File: config.mk
export PLATFORM = sky130hd
export DESIGN_NAME = double_multiply_arbiter_flat
export DESIGN_NICKNAME = d
export VERILOG_FILES = /design/src/rtl/double_multiply_arbiter_if.sv /design/src/rtl/double_multiply_arbiter.sv /design/src/flat_wrapper.sv
export SDC_FILE = /design/constraint.sdc
export NUM_CORES = 1
export LEC_CHECK = 0
export BUFFER_PORTS_ARGS = -buffer_cell sky130_fd_sc_hd__buf_4
export CORE_AREA = 2 2 311 313
export CTS_BUF_LIST = sky130_fd_sc_hd__clkbuf_8
export CTS_CLUSTER_SIZE = 30
export DETAILED_ROUTE_END_ITERATION = 16
export DIE_AREA = 0 0 313 315
export GPL_ROUTABILITY_DRIVEN = 0
export GPL_TIMING_DRIVEN = 0
export PLACE_DENSITY_LB_ADDON = 0.12
export SETUP_SLACK_MARGIN = 0.1
export SLEW_MARGIN = 20
export SYNTH_ARGS = -nofsm -noshare
export SYNTH_HDL_FRONTEND = slang
export SYNTH_SLANG_ARGS = --single-unit
File: constraint.sdc
create_clock -name clock -period 4.67 [get_ports clock]
set_input_delay 0.934 -clock clock [delete_from_list [all_inputs] [get_ports clock]]
set_output_delay 0.934 -clock clock [all_outputs]
set_load 0.005 [all_outputs]
File: src/rtl/double_multiply_arbiter_if.sv
// Request/response bus for the shared double-precision multiplier, plus the
// datapath handshake. The arbiter sits on the slave side.
`timescale 1ns/1ps
interface double_multiply_arbiter_if #(
   parameter int NUM_REQ = 4,
   parameter int ID_W    = 2
);
   logic [NUM_REQ-1:0]    req_valid;
   logic [NUM_REQ*64-1:0] req_a;
   logic [NUM_REQ*64-1:0] req_b;
   logic [NUM_REQ-1:0]    req_ready;
   logic [NUM_REQ-1:0]    resp_valid;
   logic [63:0]           resp_z;
   logic [ID_W-1:0]       resp_id;
   logic                  resp_error;
   logic [63:0]           mul_a;
   logic [63:0]           mul_b;
   logic                  mul_valid;
   logic                  mul_reset;
   logic [63:0]           mul_z;
   logic                  mul_done;

   modport master (
      output req_valid, req_a, req_b, mul_z, mul_done,
      input  req_ready, resp_valid, resp_z, resp_id, resp_error,
             mul_a, mul_b, mul_valid, mul_reset
   );

   modport slave (
      input  req_valid, req_a, req_b, mul_z, mul_done,
      output req_ready, resp_valid, resp_z, resp_id, resp_error,
             mul_a, mul_b, mul_valid, mul_reset
   );
endinterface

File: src/rtl/double_multiply_arbiter.sv
// Round-robin sharing of one double-precision multiplier datapath, with
// special-operand bypass and a watchdog on every datapath operation.
`timescale 1ns/1ps
module double_multiply_arbiter #(
   parameter int NUM_REQ        = 4,
   parameter int ID_W           = 2,
   parameter int TIMEOUT_CYCLES = 64
) (
   input logic                     clock,
   input logic                     reset,
   double_multiply_arbiter_if.slave bus
);

   localparam logic [2:0] IDLE    = 3'd0;
   localparam logic [2:0] CLEAR   = 3'd1;
   localparam logic [2:0] ISSUE   = 3'd2;
   localparam logic [2:0] WAIT    = 3'd3;
   localparam logic [2:0] RESPOND = 3'd4;

   localparam int          CNT_W = $clog2(TIMEOUT_CYCLES + 1);
   localparam logic [63:0] QNAN  = 64'hFFF8_0000_0000_0000;

   logic [2:0]       state;
   logic [ID_W-1:0]  rr_ptr;
   logic [ID_W-1:0]  id_q;
   logic [63:0]      op_a;
   logic [63:0]      op_b;
   logic [CNT_W-1:0] tcnt;
   logic [63:0]      resp_z_q;
   logic             resp_err_q;

   logic             grant_hit;
   logic [ID_W-1:0]  grant_id;
   logic [ID_W-1:0]  next_ptr;
   logic [63:0]      sel_a;
   logic [63:0]      sel_b;
   logic [2:0]       cls_a;
   logic [2:0]       cls_b;
   logic             is_special;
   logic [63:0]      bypass_z;

   // {nan, inf, zero}; denormals classify as ordinary operands
   function automatic logic [2:0] classify(input logic [63:0] x);
      logic exp_max;
      logic exp_zero;
      logic man_zero;
      exp_max  = &x[62:52];
      exp_zero = ~|x[62:52];
      man_zero = ~|x[51:0];
      return {exp_max & ~man_zero, exp_max & man_zero, exp_zero & man_zero};
   endfunction

   // First pending requester at or after rr_ptr, wrapping
   always_comb begin
      int unsigned idx;
      idx       = 0;
      grant_hit = 1'b0;
      grant_id  = '0;
      for (int unsigned k = 0; k < NUM_REQ; k++) begin
         idx = (32'(rr_ptr) + k) % 32'(NUM_REQ);
         if (!grant_hit && bus.req_valid[idx[ID_W-1:0]]) begin
            grant_hit = 1'b1;
            grant_id  = idx[ID_W-1:0];
         end
      end
   end

   assign next_ptr = (grant_id == ID_W'(NUM_REQ - 1)) ? '0 : grant_id + 1'b1;
   assign sel_a    = bus.req_a[grant_id*64 +: 64];
   assign sel_b    = bus.req_b[grant_id*64 +: 64];

   always_comb begin
      cls_a      = classify(sel_a);
      cls_b      = classify(sel_b);
      is_special = (|cls_a) | (|cls_b);
      if (cls_a[2] | cls_b[2] | (cls_a[1] & cls_b[0]) | (cls_a[0] & cls_b[1]))
         bypass_z = QNAN;
      else if (cls_a[1] | cls_b[1])
         bypass_z = {sel_a[63] ^ sel_b[63], 11'h7FF, 52'h0};
      else
         bypass_z = {sel_a[63] ^ sel_b[63], 63'h0};
   end

   always_ff @(posedge clock) begin
      if (reset) begin
         state      <= IDLE;
         rr_ptr     <= '0;
         id_q       <= '0;
         op_a       <= '0;
         op_b       <= '0;
         tcnt       <= '0;
         resp_z_q   <= '0;
         resp_err_q <= 1'b0;
      end else begin
         case (state)
            IDLE: begin
               if (grant_hit) begin
                  op_a   <= sel_a;
                  op_b   <= sel_b;
                  id_q   <= grant_id;
                  rr_ptr <= next_ptr;
                  if (is_special) begin
                     resp_z_q   <= bypass_z;
                     resp_err_q <= 1'b0;
                     state      <= RESPOND;
                  end else begin
                     state <= CLEAR;
                  end
               end
            end
            CLEAR: state <= ISSUE;
            ISSUE: begin
               tcnt  <= '0;
               state <= WAIT;
            end
            WAIT: begin
               tcnt <= tcnt + 1'b1;
               // done wins over a watchdog expiry in the same cycle
               if (bus.mul_done) begin
                  resp_z_q   <= bus.mul_z;
                  resp_err_q <= 1'b0;
                  state      <= RESPOND;
               end else if (tcnt == CNT_W'(TIMEOUT_CYCLES - 1)) begin
                  resp_z_q   <= QNAN;
                  resp_err_q <= 1'b1;
                  state      <= RESPOND;
               end
            end
            RESPOND: state <= IDLE;
            default: state <= IDLE;
         endcase
      end
   end

   assign bus.req_ready  = (state == IDLE && grant_hit && !reset)
                           ? (NUM_REQ'(1) << grant_id) : '0;
   assign bus.resp_valid = (state == RESPOND && !reset)
                           ? (NUM_REQ'(1) << id_q) : '0;
   assign bus.resp_z     = resp_z_q;
   assign bus.resp_id    = id_q;
   assign bus.resp_error = resp_err_q;
   assign bus.mul_a      = op_a;
   assign bus.mul_b      = op_b;
   assign bus.mul_valid  = (state == ISSUE) && !reset;
   assign bus.mul_reset  = reset | (state == CLEAR);

endmodule
File: src/flat_wrapper.sv
// flat-port wrapper written by rule: the top's interface ports become plain ports
module double_multiply_arbiter_flat 
#(
   parameter int NUM_REQ        = 4,
   parameter int ID_W           = 2,
   parameter int TIMEOUT_CYCLES = 64
)
  (clock, reset, bus_req_valid, bus_req_a, bus_req_b, bus_mul_z, bus_mul_done, bus_req_ready, bus_resp_valid, bus_resp_z, bus_resp_id, bus_resp_error, bus_mul_a, bus_mul_b, bus_mul_valid, bus_mul_reset);
  double_multiply_arbiter_if #(.NUM_REQ(NUM_REQ), .ID_W(ID_W)) bus_i ();
  input logic clock;
  input logic reset;
  input wire logic [$bits(bus_i.req_valid)-1:0] bus_req_valid;
  input wire logic [$bits(bus_i.req_a)-1:0] bus_req_a;
  input wire logic [$bits(bus_i.req_b)-1:0] bus_req_b;
  input wire logic [$bits(bus_i.mul_z)-1:0] bus_mul_z;
  input wire logic [$bits(bus_i.mul_done)-1:0] bus_mul_done;
  output wire logic [$bits(bus_i.req_ready)-1:0] bus_req_ready;
  output wire logic [$bits(bus_i.resp_valid)-1:0] bus_resp_valid;
  output wire logic [$bits(bus_i.resp_z)-1:0] bus_resp_z;
  output wire logic [$bits(bus_i.resp_id)-1:0] bus_resp_id;
  output wire logic [$bits(bus_i.resp_error)-1:0] bus_resp_error;
  output wire logic [$bits(bus_i.mul_a)-1:0] bus_mul_a;
  output wire logic [$bits(bus_i.mul_b)-1:0] bus_mul_b;
  output wire logic [$bits(bus_i.mul_valid)-1:0] bus_mul_valid;
  output wire logic [$bits(bus_i.mul_reset)-1:0] bus_mul_reset;
  assign bus_i.req_valid = bus_req_valid;
  assign bus_i.req_a = bus_req_a;
  assign bus_i.req_b = bus_req_b;
  assign bus_i.mul_z = bus_mul_z;
  assign bus_i.mul_done = bus_mul_done;
  assign bus_req_ready = bus_i.req_ready;
  assign bus_resp_valid = bus_i.resp_valid;
  assign bus_resp_z = bus_i.resp_z;
  assign bus_resp_id = bus_i.resp_id;
  assign bus_resp_error = bus_i.resp_error;
  assign bus_mul_a = bus_i.mul_a;
  assign bus_mul_b = bus_i.mul_b;
  assign bus_mul_valid = bus_i.mul_valid;
  assign bus_mul_reset = bus_i.mul_reset;
  double_multiply_arbiter #(.NUM_REQ(NUM_REQ), .ID_W(ID_W), .TIMEOUT_CYCLES(TIMEOUT_CYCLES)) u_core (.clock(clock), .reset(reset), .bus(bus_i));
endmodule
# [Word level (Yosys, flattened, before mapping)]
# Index checks and enable logic that the tools add are counted.
[totals] output_inout_bits=205 inputBits=583 elab_cells=111 regBits=207
[op_classes] shift=4 n_bitwise=15 reduce_logical=29 n_eq_ne=9 mux=37 magnitude_cmp=4 addsub=5
[op_table] cell="256-bit by 9-bit variable part select with 64-bit output" count=2
[op_table] cell="64-bit two-way mux" count=5
[op_table] cell="64-bit one-hot mux with 2 select lines" count=1
[op_table] cell="52-bit OR reduction" count=2
[op_table] cell="63-bit two-way mux" count=1
[op_table] cell="11-bit AND reduction" count=2
[op_table] cell="11-bit OR reduction" count=2
[op_table] cell="7-bit one-hot mux with 2 select lines" count=1
[op_table] cell="2-bit by 3-bit < comparator with 1-bit output (second input constant)" count=4
[op_table] cell="1-bit two-way mux" count=12
[op_table] cell="3-bit two-way mux" count=4
[op_table] cell="3-bit one-hot mux with 4 select lines" count=1
[op_table] cell="2-bit two-way mux" count=5
[op_table] cell="1-bit AND" count=8
[op_table] cell="1-bit binary-select mux with 2-bit select" count=4
[op_table] cell="1-bit logical NOT" count=8
[op_table] cell="4-bit two-way mux" count=2
[op_table] cell="1-bit by 2-bit left shift with 4-bit output (first input constant)" count=2
[op_table] cell="7-bit by 1-bit adder with 7-bit output (second input constant)" count=1
[op_table] cell="7-bit by 6-bit == test with 1-bit output (second input constant)" count=1
[op_table] cell="1-bit logical AND" count=7
[op_table] cell="3-bit by 2-bit == test with 1-bit output (second input constant)" count=2
[op_table] cell="1-bit bitwise OR" count=6
[op_table] cell="3-bit OR reduction" count=2
[op_table] cell="13 further kinds" count=18

# [Logic depth before layout (Yosys ltp)]
# Gate-level depths: netlist of the first run.
[depth] depth_word=23 mapped_depth=18 mapped_depth_nobuf=12

# [Worst setup path before layout of the first run]
# OpenSTA, ideal clock, no wires.
[synth_timing] kind="input to register" startpoint="input port bus_req_valid[2]" endpoint="register u_core.resp_z_q[51] (netlist: u_core.bus.resp_z[51])" required_ns=4.539 setup_time_ns=0.131 cell_stages=17 slack_ns=0.595 n_path_buf=6 arrival_time_ns=3.944 path_cell_list="nor2b_1 or4b_1 buf_2 buf_2 buf_2 nand3_1 a32oi_1 a2111oi_2 nand4_1 nor4_2 nand4_1 a31o_1 buf_6 buf_6 buf_2 nand3b_1 o41ai_2"
[synth_between] elab_chain_len=23 elab_cells_between_ends=55 cone_classes="2 x eq/ne; 2 x shift; 20 x mux; 12 x bitwise; 19 x reduce/logical"
[synth_rtl] item="from (decl)" line="flat_wrapper.sv:12" rtl="input wire logic [$bits(bus_i.req_valid)-1:0] bus_req_valid;"
[synth_rtl] item="1-bit binary-select mux with 2-bit select" line="double_multiply_arbiter.sv:61" rtl="if (!grant_hit && bus.req_valid[idx[ID_W-1:0]]) begin"
[synth_rtl] item="1-bit two-way mux (not written as such)" line="double_multiply_arbiter.sv:61"
[synth_rtl] item="1-bit two-way mux" line="double_multiply_arbiter.sv:61"
[synth_rtl] item="1-bit logical NOT" line="double_multiply_arbiter.sv:61"
[synth_rtl] item="1-bit logical AND" line="double_multiply_arbiter.sv:61"
[synth_rtl] item="1-bit two-way mux" line="double_multiply_arbiter.sv:61"
[synth_rtl] item="1-bit logical NOT" line="double_multiply_arbiter.sv:61"
[synth_rtl] item="1-bit logical AND" line="double_multiply_arbiter.sv:61"
[synth_rtl] item="[6 not listed]"
[synth_rtl] item="1-bit logical NOT, on equally long branches" line="double_multiply_arbiter.sv:49, double_multiply_arbiter.sv:48"
[synth_rtl] item="1-bit AND" line="double_multiply_arbiter.sv:50" rtl="return {exp_max & ~man_zero, exp_max & man_zero, exp_zero & man_zero};"
[synth_rtl] item="1-bit AND" line="double_multiply_arbiter.sv:76" rtl="if (cls_a[2] | cls_b[2] | (cls_a[1] & cls_b[0]) | (cls_a[0] & cls_b[1]))"
[synth_rtl] item="1-bit bitwise OR (2 in series)" line="double_multiply_arbiter.sv:76"
[synth_rtl] item="64-bit two-way mux" line="double_multiply_arbiter.sv:76"
[synth_rtl] item="64-bit two-way mux" line="double_multiply_arbiter.sv:102" rtl="if (is_special) begin"
[synth_rtl] item="64-bit two-way mux" line="double_multiply_arbiter.sv:97" rtl="if (grant_hit) begin"
[synth_rtl] item="64-bit one-hot mux with 2 select lines" line="double_multiply_arbiter.sv:95" rtl="case (state)"
[synth_rtl] item="to (signal assigned)" line="double_multiply_arbiter.sv:103" rtl="resp_z_q <= bypass_z;"
[synth_rtl] item="to (signal assigned)" line="double_multiply_arbiter.sv:120" rtl="resp_z_q <= bus.mul_z;"
[synth_rtl] item="to (decl)" line="double_multiply_arbiter.sv:29" rtl="logic [63:0] resp_z_q;"
# Several ways; a longest one is shown, not always the timed one. The select of a mux whose other input is x is not followed.
# A chain may end at the register's enable or synchronous reset.

# [Final worst setup path of the first run]
# Ends and elaborated chain as after synthesis.

==> results of run 1 <==
## Yosys cell counts, types with 60 or more instances
master	count
a221oi_1	109
dfxtp_1	207
nand2_1	397
clkbuf_1	211
nor3b_1	116
a22oi_1	60
a21oi_1	161
nor2_1	91
nor4_1	136
a32oi_1	106
o21ai_0	130
nand3_1	242
## state kept, by name, indices dropped and copies added (netlist names)
signal and count:
u_core.tcnt 7, u_core.bus.mul_b 64, u_core.bus.resp_id 2, u_core.bus.resp_error 1, u_core.bus.mul_a 64, u_core.rr_ptr 2
u_core.state 3, u_core.bus.resp_z 64
## logic make-up after synthesis
family | count (synthesis)
adders and majority gates | 5
DFF | 207
xor gates and xnor gates | 1
buffers and inverters | 281
muxes | 3
AOI/OAI and AO/OA | 603
and+or+nand+nor | 1057
## area by class of cell
class,instances,area (um2),share of cell area (%)
Inverter,3,11.3,0.0448
Buffer,278,1620,6.44
Clock inverter,24,200,0.796
Timing Repair Buffer,807,6120,24.3
Clock buffer,57,785,3.12
Sequential cell,207,4150,16.5
Antenna cell,15,37.5,0.149
Multi-Input combinational cell,1669,10600,42.3
Tap cell,1276,1600,6.35
## critical path, delay by kind of cell
kind / cells / cell delay, ps
buffers and inverters: 8 / 1280
and+or+nand+nor: 8 / 2130
AOI/OAI and AO/OA: 3 / 590
## power groups by stage
stage                     clock network, mW  registers (mW)  logic (mW)
after floorplan                           0            2.43        3.23
after global placement                    0            2.46        7.17
after detailed placement                  0            2.46        7.15
after CTS                              2.37            2.43        7.61
after global routing                   2.43            2.48        8.47
final                                  2.28            2.44        8.05
## worst paths after layout
check / end / depth (start not counted) / slack, ps
worst max register to register: u_core.bus.resp_z[51] / 17 / 200
worst max-delay path: u_core.bus.resp_z[51] / 19 / 130
worst min register to register: u_core.bus.resp_z[54] / 2 / 450
worst min-delay path: u_core.bus.resp_z[54] / 2 / 450
## per-layer routing
layer / GRT usage, % / vias to the layer above
met1: 34.1 / 10800
li1: - / 9866
met4: 8.09 / 26
met3: 6.24 / 197
met5: 0 / -
met2: 42.5 / 1084
## timing repair
item	in CTS	in global routing
resized for setup	270	211
buffers inserted	4	12
gates cloned	0	2
setup endpoints to repair	72	66
pin swaps	14	33
## stage by stage
step | worst slack (ps) | setup TNS [ps] | util (%) | std cells | area, um2
after floorplan | 595 | 0 | - | 2157 | 14800
after global placement | -3490 | -237630 | 23.3 | 4219 | 22300
after detailed placement | -3220 | -213470 | 23.3 | 4221 | 22300
after CTS | 29.8 | 0 | 25.4 | 4306 | 24300
after global routing | 90.3 | 0 | 26.2 | 4330 | 25100
final | 130 | 0 | 26.3 | 4336 | 25100
==> metrics.txt, run 1 <==
pwr dens=508 mW/mm2; Cells after Synth=2,157; total gr overflow=0; Final Critical Period=4540 ps; Slew HR=27.4%; die height=315 um; hold path startpoint=u_core.bus.resp_z[54]; Tcrit/Tclk final=97.2%; wire length on met2=62,900 um; top_reg_cell synth=dfxtp_1; fraction of the mapped netlist area in adder cells=0.424%; Compound-Gate Fraction of Synth Area=28.0%; GRT Overall Usage=26.1%; fin nets=3,602; clock-pin slew of the registers on the worst-case setup and hold paths=50 ps; RSZ-0062 raised after global routing=yes; FMAX=220 MHz; Die Width=313 um; drt total wl=137,000 um; Setup Skew=98.9 ps; ratio of cells with drive above 1 in the final layout=38.6%; Post-synth EDFFs=0; highest-count cells in the layout ignoring fill and taps=810 x buf_4, 395 x nand2_1, 234 x nand3_1; crit path max-delay cell type=or4b_4; Slew Limit Fails=0; Core ar.=0.0957 mm2; Synth top area share=28.1%; sw frac=52.1%; critical path class=in2reg; Layout fillers=10,800; post-synthesis xor/xnor area fraction=0.0593%; Final setup viols=0; via count=21,900; Yosys top cell by area=dfxtp_1; P_leak=10.1 nW; num rows=114; RR Startpoint=u_core.rr_ptr[0]; Unique masters post-synth=55; largest net degree at the start of global routing=16; sequential power share=19.1%; count of final hold-check violations=0; Crit path required time=5120 ps; Max IR drop VDD=0.193 mV; Initial Util=15.4%; drc violations=0; H-Tree Depth=2; initial antenna violation count=34; switching pwr=6.66 mW; startpoint types=primary input; Antenna Nets Post-Route=0; DR WL/cell=31.5 um; Max FO, Critical Path=10; post-DR vias/cell=5.06; clock network power share=17.9%; Avg Synthesized Cell Area=6.85 um2; CP Launch Point=bus_req_valid[2]; cts hold-fix bufs=0; CP max stage delay=570 ps; clk_lat worst skew=700 ps; CP cell instances=buf_4 > nor2b_4 > or4b_4 > buf_12 > buf_6 > buf_2 > nand3_1 > a32oi_4 > nor4_4 > nand4_1 > nor4_4 > buf_6 > nand4_1 > a31o_1 > buf_6 > buf_6 > buf_6 > nand3b_1 > o41ai_2; Post-Syn Nets=2,745; synthesized cell area=0.0148 mm2; cell mode on critical path=buf_6; TritonRoute pass-1 iters=6; HP Class=reg2reg; Yosys reg bits=207; most common cell after layout, fill and taps aside=buf_4; Ports=788; die area=0.0986 mm2; vias in the first global route=21,600; CTS sink cnt=207; largest family of logic cells by synthesized area=simple AND/OR/NAND/NOR gates; async set-reset flop share out of synthesis=0%; Max Root-Sink Buffers=3; Critical Path End Type=register; Simple-Gate Fraction of Synth Area=35.8%; TritonCTS buffer count=48; mux share of post-synthesis cell area=0.203%; synth top area cells=dfxtp_1 28%, nand2_1 10%, nand3_1 8.2%; Worst Path Arrival=4990 ps; Root Buffer=clkbuf_8; part of the power in combinational logic=63.0%; TritonCTS clock tree=yes; Syn. warnings=0; internal power=6.12 mW; PnR Total Power=12.8 mW; wire length on met1=58,900 um; number of port buffers=786; sequential fraction of the synthesis area=28.1%; worst slew pin tran=1070 ps; DPL Wire Length=112,000 um; drt first-iter violations=1,930; Maximum Capacitance Violations=0; hold slack=451 ps; met3 WL=10,300 um; top routing layer in use=met5; first-pass GRT wire length=181,000 um; status=finished clean; Area growth syn-to-layout=70.2%
(Power assumes the default switching activity.)
==> inputs of run 2 (changes only) <==
==> constraint.sdc (replaced) <==
create_clock -name clock -period 4.67 [get_ports clock]
set_input_delay 0.934 -clock clock [delete_from_list [all_inputs] [get_ports clock]]
set_output_delay 0.934 -clock clock [all_outputs]
set_load 0.01 [all_outputs]
==> run 2 against run 1 <==
  * Cell count barely moved
  * Sequential power barely moved
  * Cell area barely moved
  * Register-to-register slack got worse by 30 ps
  * Combinational power rose by 2%
  * Clock skew rose by 1.5 ps
  * Total power rose by 1.3%
  * Worst hold slack barely moved
  * Utilization barely moved
  * Largest power group unchanged
  * First-iteration DRC count rose by 6.2%
  * Non-clock buffer count did not move
  * Setup slack got worse by 15 ps
==> metrics.txt, run 2 (synthesized netlist as in run 1, its figures left out) <==
status=finished clean; worst slew pin tran=1090 ps (+20.6 ps); Final Core Density=26.3% (about the same); DR WL/cell=31.5 um (about the same); CTS sink cnt=207 (unchanged); Maximum Capacitance Violations=0 (unchanged); Critical Path End Type=register; P_leak=10.1 nW (about the same); die height=315 um (unchanged); Slew HR=27.1% (-0.36 points); wire length on met1=58,600 um (-0.60%); Tcrit/Tclk final=97.6% (+0.33 points); Placement Setup Slack=-3220 ps (unchanged); number of port buffers=786 (unchanged); Root Buffer=clkbuf_8; setup TNS=0 ps (unchanged); Area growth syn-to-layout=70.3% (about the same); initial antenna violation count=33 (-2.9%); clock-pin slew of the registers on the worst-case setup and hold paths=50 ps (about the same); largest net degree at the start of global routing=16 (unchanged); RR Startpoint=u_core.rr_ptr[1]; Crit path required time=5120 ps (about the same); CP Launch Point=bus_req_valid[1]; HP Class=reg2reg; critical path class=in2reg; Final setup viols=0 (unchanged); met3 WL=10,400 um (+1.3%); Initial Util=15.4% (unchanged); drc violations=0 (unchanged); GRT Overall Usage=26.1% (about the same); Max IR drop VDD=0.195 mV (+1.1%); post-DR vias/cell=5.06 (about the same); total gr overflow=0 (unchanged); vias in the first global route=21,600 (+0.097%); H-Tree Depth=2 (unchanged); FMAX=219 MHz (-0.34%); cts hold-fix bufs=0 (unchanged); fin nets=3,602 (unchanged); ratio of cells with drive above 1 in the final layout=38.6% (unchanged); clk_lat worst skew=700 ps (about the same); first-pass GRT wire length=181,000 um (about the same); Ports=788 (unchanged); Max Root-Sink Buffers=3 (unchanged); Antenna Nets Post-Route=0 (unchanged); RSZ-0062 raised after global routing=no; via count=21,900 (+0.036%); pwr dens=515 mW/mm2 (+1.3%); hold slack=451 ps (+0.0420 ps); Core ar.=0.0957 mm2 (unchanged); hold path startpoint=u_core.bus.resp_z[54]; DPL Wire Length=112,000 um (unchanged); die area=0.0986 mm2 (unchanged); Setup Skew=100 ps (+1.54 ps); Final Critical Period=4560 ps (+15.5 ps); Slew Limit Fails=0 (unchanged); TritonRoute pass-1 iters=5 (-1); top routing layer in use=met5; highest-count cells in the layout ignoring fill and taps=811 x buf_4, 395 x nand2_1, 235 x nand3_1; worst setup margin=114 ps (-15.5 ps); drt total wl=137,000 um (-0.13%); Max FO, Critical Path=10 (unchanged); TritonCTS buffer count=48 (unchanged); TritonCTS clock tree=yes; most common cell after layout, fill and taps aside=buf_4; drt first-iter violations=2,049 (+6.2%); Worst Path Arrival=5010 ps (+20 ps); Die Width=313 um (unchanged); startpoint types=primary input; count of final hold-check violations=0 (unchanged); num rows=114 (unchanged); wire length on met2=62,400 um (-0.85%)
run 2: through the flow:
| step | instance area [um2] | std cells | total power, mW |
|---|---|---|---|
| finish | 25100 | 4334 | 12.9 |
| global route | 25100 | 4330 | 13.6 |
| CTS | 24300 | 4306 | 12.6 |
| detailed placement | 22300 | 4221 | 9.76 |
| global placement | 22300 | 4219 | 9.78 |
| floorplan | 14800 | 2157 | 5.81 |
run 2: per-layer routing:
layer | global-route usage, % | up-vias
li1 | - | 9856
met1 | 33.9 | 10800
met2 | 42.3 | 1062
met3 | 6.38 | 224
met4 | 8.43 | 28
met5 | 0 | -
run 2: critical path, cell delays in order:
cell	delay [ps]
buf_6	120
nor2_4	50
buf_4	140
or4_4	560
buf_12	170
buf_8	140
buf_2	230
nand3_1	140
a32oi_2	260
nor4_2	400
nand4_1	250
nor4_4	320
buf_6	160
nand4_1	220
a31o_1	290
buf_6	160
buf_6	150
buf_6	140
nand3b_1	90
o41ai_2	70
run 2: cell type report:
type / count / area [um2]
antenna: 13 / 32.5
buffer: 278 / 1650
inverter: 3 / 11.3
timing repair buffer: 807 / 6090
tap: 1276 / 1600
fill: 10800 / 70600
clock inverter: 24 / 200
clock buffer: 57 / 785
sequential: 207 / 4150
multi-input combinational: 1669 / 10600
run 2: path summary, 6_finish.rpt:
check / endpoint / slack (ps) / depth (start not counted)
min: u_core.bus.resp_z[54] / 450 / 2
max reg2reg: u_core.bus.resp_z[51] / 170 / 18
max: u_core.bus.resp_z[51] / 110 / 20
min reg2reg: u_core.bus.resp_z[54] / 450 / 2
run 2: report_power, final:
part / internal [mW] / switching [mW] / total, mW
registers: 2.17 / 0.267 / 2.44
logic: 2.74 / 5.47 / 8.22
clock network: 1.23 / 1.05 / 2.28
total: 6.14 / 6.79 / 12.9
run 2: repair_timing:
action / in CTS / in global routing
buffers inserted: 4 / 12
endpoints found under the hold margin: 0 / 0
gates resized for setup: 260 / 238
cloned: 0 / 2
setup endpoints to repair: 72 / 66
pin swaps: 14 / 34
==> inputs of run 3 (changes only) <==
--- a/config.mk
+++ b/config.mk
@@ -7,9 +7,9 @@
 export LEC_CHECK = 0
 export BUFFER_PORTS_ARGS = -buffer_cell sky130_fd_sc_hd__buf_4
-export CORE_AREA = 2 2 311 313
+export CORE_AREA = 8 8 299 301
 export CTS_BUF_LIST = sky130_fd_sc_hd__clkbuf_8
 export CTS_CLUSTER_SIZE = 30
 export DETAILED_ROUTE_END_ITERATION = 16
-export DIE_AREA = 0 0 313 315
+export DIE_AREA = 0 0 307 309
 export GPL_ROUTABILITY_DRIVEN = 0
 export GPL_TIMING_DRIVEN = 0
==> constraint.sdc (replaced) <==
create_clock -name clock -period 4.67 [get_ports clock]
set_input_delay 0.7005 -clock clock [delete_from_list [all_inputs] [get_ports clock]]
set_output_delay 0.7005 -clock clock [all_outputs]
set_load 0.01 [all_outputs]
==> run 3 against run 2 <==
  * Count of clock-buffer cells in the layout down 4
  * Largest cell class unchanged
  * Critical path depth down 2
  * Cell count down 3.2%
  * Die area down 3.8%
==> metrics.txt, run 3 (synthesized netlist as in run 1, its figures left out) <==
status=finished clean; sequential power share=19.4% (+0.5 points); Maximum Capacitance Violations=0 (unchanged); Layout fillers=9,462 (-13%); drt first-iter violations=1,982 (-3.3%); Root Buffer=clkbuf_8; CTS sink cnt=207 (unchanged); die area=0.0949 mm2 (-3.8%); Max IR drop VDD=0.195 mV (+0.24%); switching pwr=6.65 mW (-2.1%); FMAX=222 MHz (+1.2%); P_leak=10.0 nW (-1.0%); H-Tree Depth=2 (unchanged); worst slew pin tran=1200 ps (+109 ps); highest-count cells in the layout ignoring fill and taps=825 x buf_4, 395 x nand2_1, 233 x nand3_1; pwr dens=511 mW/mm2 (-0.65%); PnR Total Power=12.7 mW (-2.2%); vias in the first global route=22,500 (+4.4%); critical path class=in2reg; Worst Path Arrival=4970 ps (-40 ps); fin nets=3,594 (-0.22%); Final Critical Period=4500 ps (-52.0 ps); initial antenna violation count=31 (-6.1%); most common cell after layout, fill and taps aside=buf_4; total gr overflow=0 (unchanged); ratio of cells with drive above 1 in the final layout=38.1% (-0.48 points); clk_lat worst skew=680 ps (-20 ps); HP Class=in2reg; GRT Overall Usage=26.7% (+0.53 points); TritonCTS buffer count=44 (-8.3%); fin area=0.0248 mm2 (-1.6%); drc violations=0 (unchanged); Crit path required time=5140 ps (+20 ps); Initial Util=17.5% (+2.0 points); via count=22,000 (+0.32%); count of final hold-check violations=0 (unchanged); Final setup viols=0 (unchanged); internal power=6.00 mW (-2.3%); Area growth syn-to-layout=67.6%; die height=309 um (-1.9%); clock-pin slew of the registers on the worst-case setup and hold paths=60 ps (about the same); DR WL/cell=32.2 um (+2.3%); Critical Path End Type=register; Die Width=307 um (-1.9%); part of the power in combinational logic=63.9% (+0.4 points); Final Core Density=29.3% (+3.0 points); TritonRoute pass-1 iters=5 (unchanged); sw frac=52.6% (+0.064 points); DPL Wire Length=113,000 um (+0.78%); TritonCTS clock tree=yes; Core ar.=0.0846 mm2 (-12%); number of port buffers=786 (unchanged); Slew HR=19.8% (-7.3 points); startpoint types=primary input; largest net degree at the start of global routing=14 (-2); cts hold-fix bufs=0 (unchanged); num rows=107 (-6.1%); clock network power share=16.8% (-0.8 points); post-DR vias/cell=5.24 (+3.6%); Antenna Nets Post-Route=0 (unchanged); Max FO, Critical Path=10 (unchanged); Ports=788 (unchanged); Max Root-Sink Buffers=3 (unchanged); Tcrit/Tclk final=96.4% (-1.1 points); drt total wl=135,000 um (-0.97%); Post-DP Area=0.0222 mm2 (-0.66%); first-pass GRT wire length=181,000 um (-0.11%); Setup Skew=74.3 ps (-26.1 ps); RSZ-0062 raised after global routing=no; Slew Limit Fails=0 (unchanged)
## run 3: path summary, 6_finish.rpt
check                                      startpoint               endpoint  slack, ps  cells after the start
worst max-delay path                 bus_req_valid[3]  u_core.bus.resp_z[51]        170                     18
worst min-delay path                    bus_mul_z[11]  u_core.bus.resp_z[11]        280                      3
worst max register to register       u_core.rr_ptr[1]  u_core.bus.resp_z[51]        180                     18
worst min register to register  u_core.bus.resp_z[52]  u_core.bus.resp_z[52]        450                      2
## run 3: layer usage
layer | GRT usage, % | vias to the layer above | routed length, um
met5 | 0 | - | 143
met4 | 10.1 | 20 | 5800
met3 | 8.55 | 243 | 11700
met2 | 45.5 | 1129 | 63900
met1 | 31.1 | 10800 | 53700
li1 | - | 9861 | -
## run 3: area by class of cell
cell class	count	area [um2]	area share (%)
multi-input cells	1669	10700	43.1
diodes	17	42.5	0.172
repair buffers	803	6040	24.4
clock buffers	53	729	2.95
clock inverters	23	168	0.677
inverters	3	11.3	0.0455
well taps	1144	1430	5.78
plain buffers	278	1520	6.12
flip-flops and latches	207	4150	16.8
## run 3: through the flow
stage                     hold slack [ps]  cells  TNS, ps  setup WS (ps)
after floorplan                       449   2157        0            828
after global placement                445   4087  -193470          -2950
after detailed placement              445   4090  -200660          -3080
after CTS                             216   4174        0            101
after global routing                  242   4189        0           66.5
final                                 279   4197        0            166
## run 3: power groups by stage
stage	logic (mW)	clock network, mW	registers, mW
6_report	8.08	2.12	2.45
5_1_grt	8.49	2.26	2.49
4_1_cts	7.68	2.19	2.45
3_5_place_dp	7.21	0	2.47
3_3_place_gp	7.14	0	2.47
2_1_floorplan	3.24	0	2.57
## run 3: timing repair
item,CTS,global route
endpoints found under the setup margin,69,66
hold endpoints to repair,0,0
resized for setup,234,223
setup buffers,8,6
pin swaps,17,24
## run 3: worst max-delay path, stage by stage
cell	delay [ps]
buf_4	140
nor2b_1	380
clkbuf_1	500
clkbuf_1	430
nor4_1	120
a221oi_1	410
a32oi_2	220
nor4_1	230
nand4_1	250
nor4_4	320
buf_4	170
nand4_1	160
a31o_1	240
buf_6	150
buf_6	140
buf_2	180
nand3b_1	120
o41ai_2	80
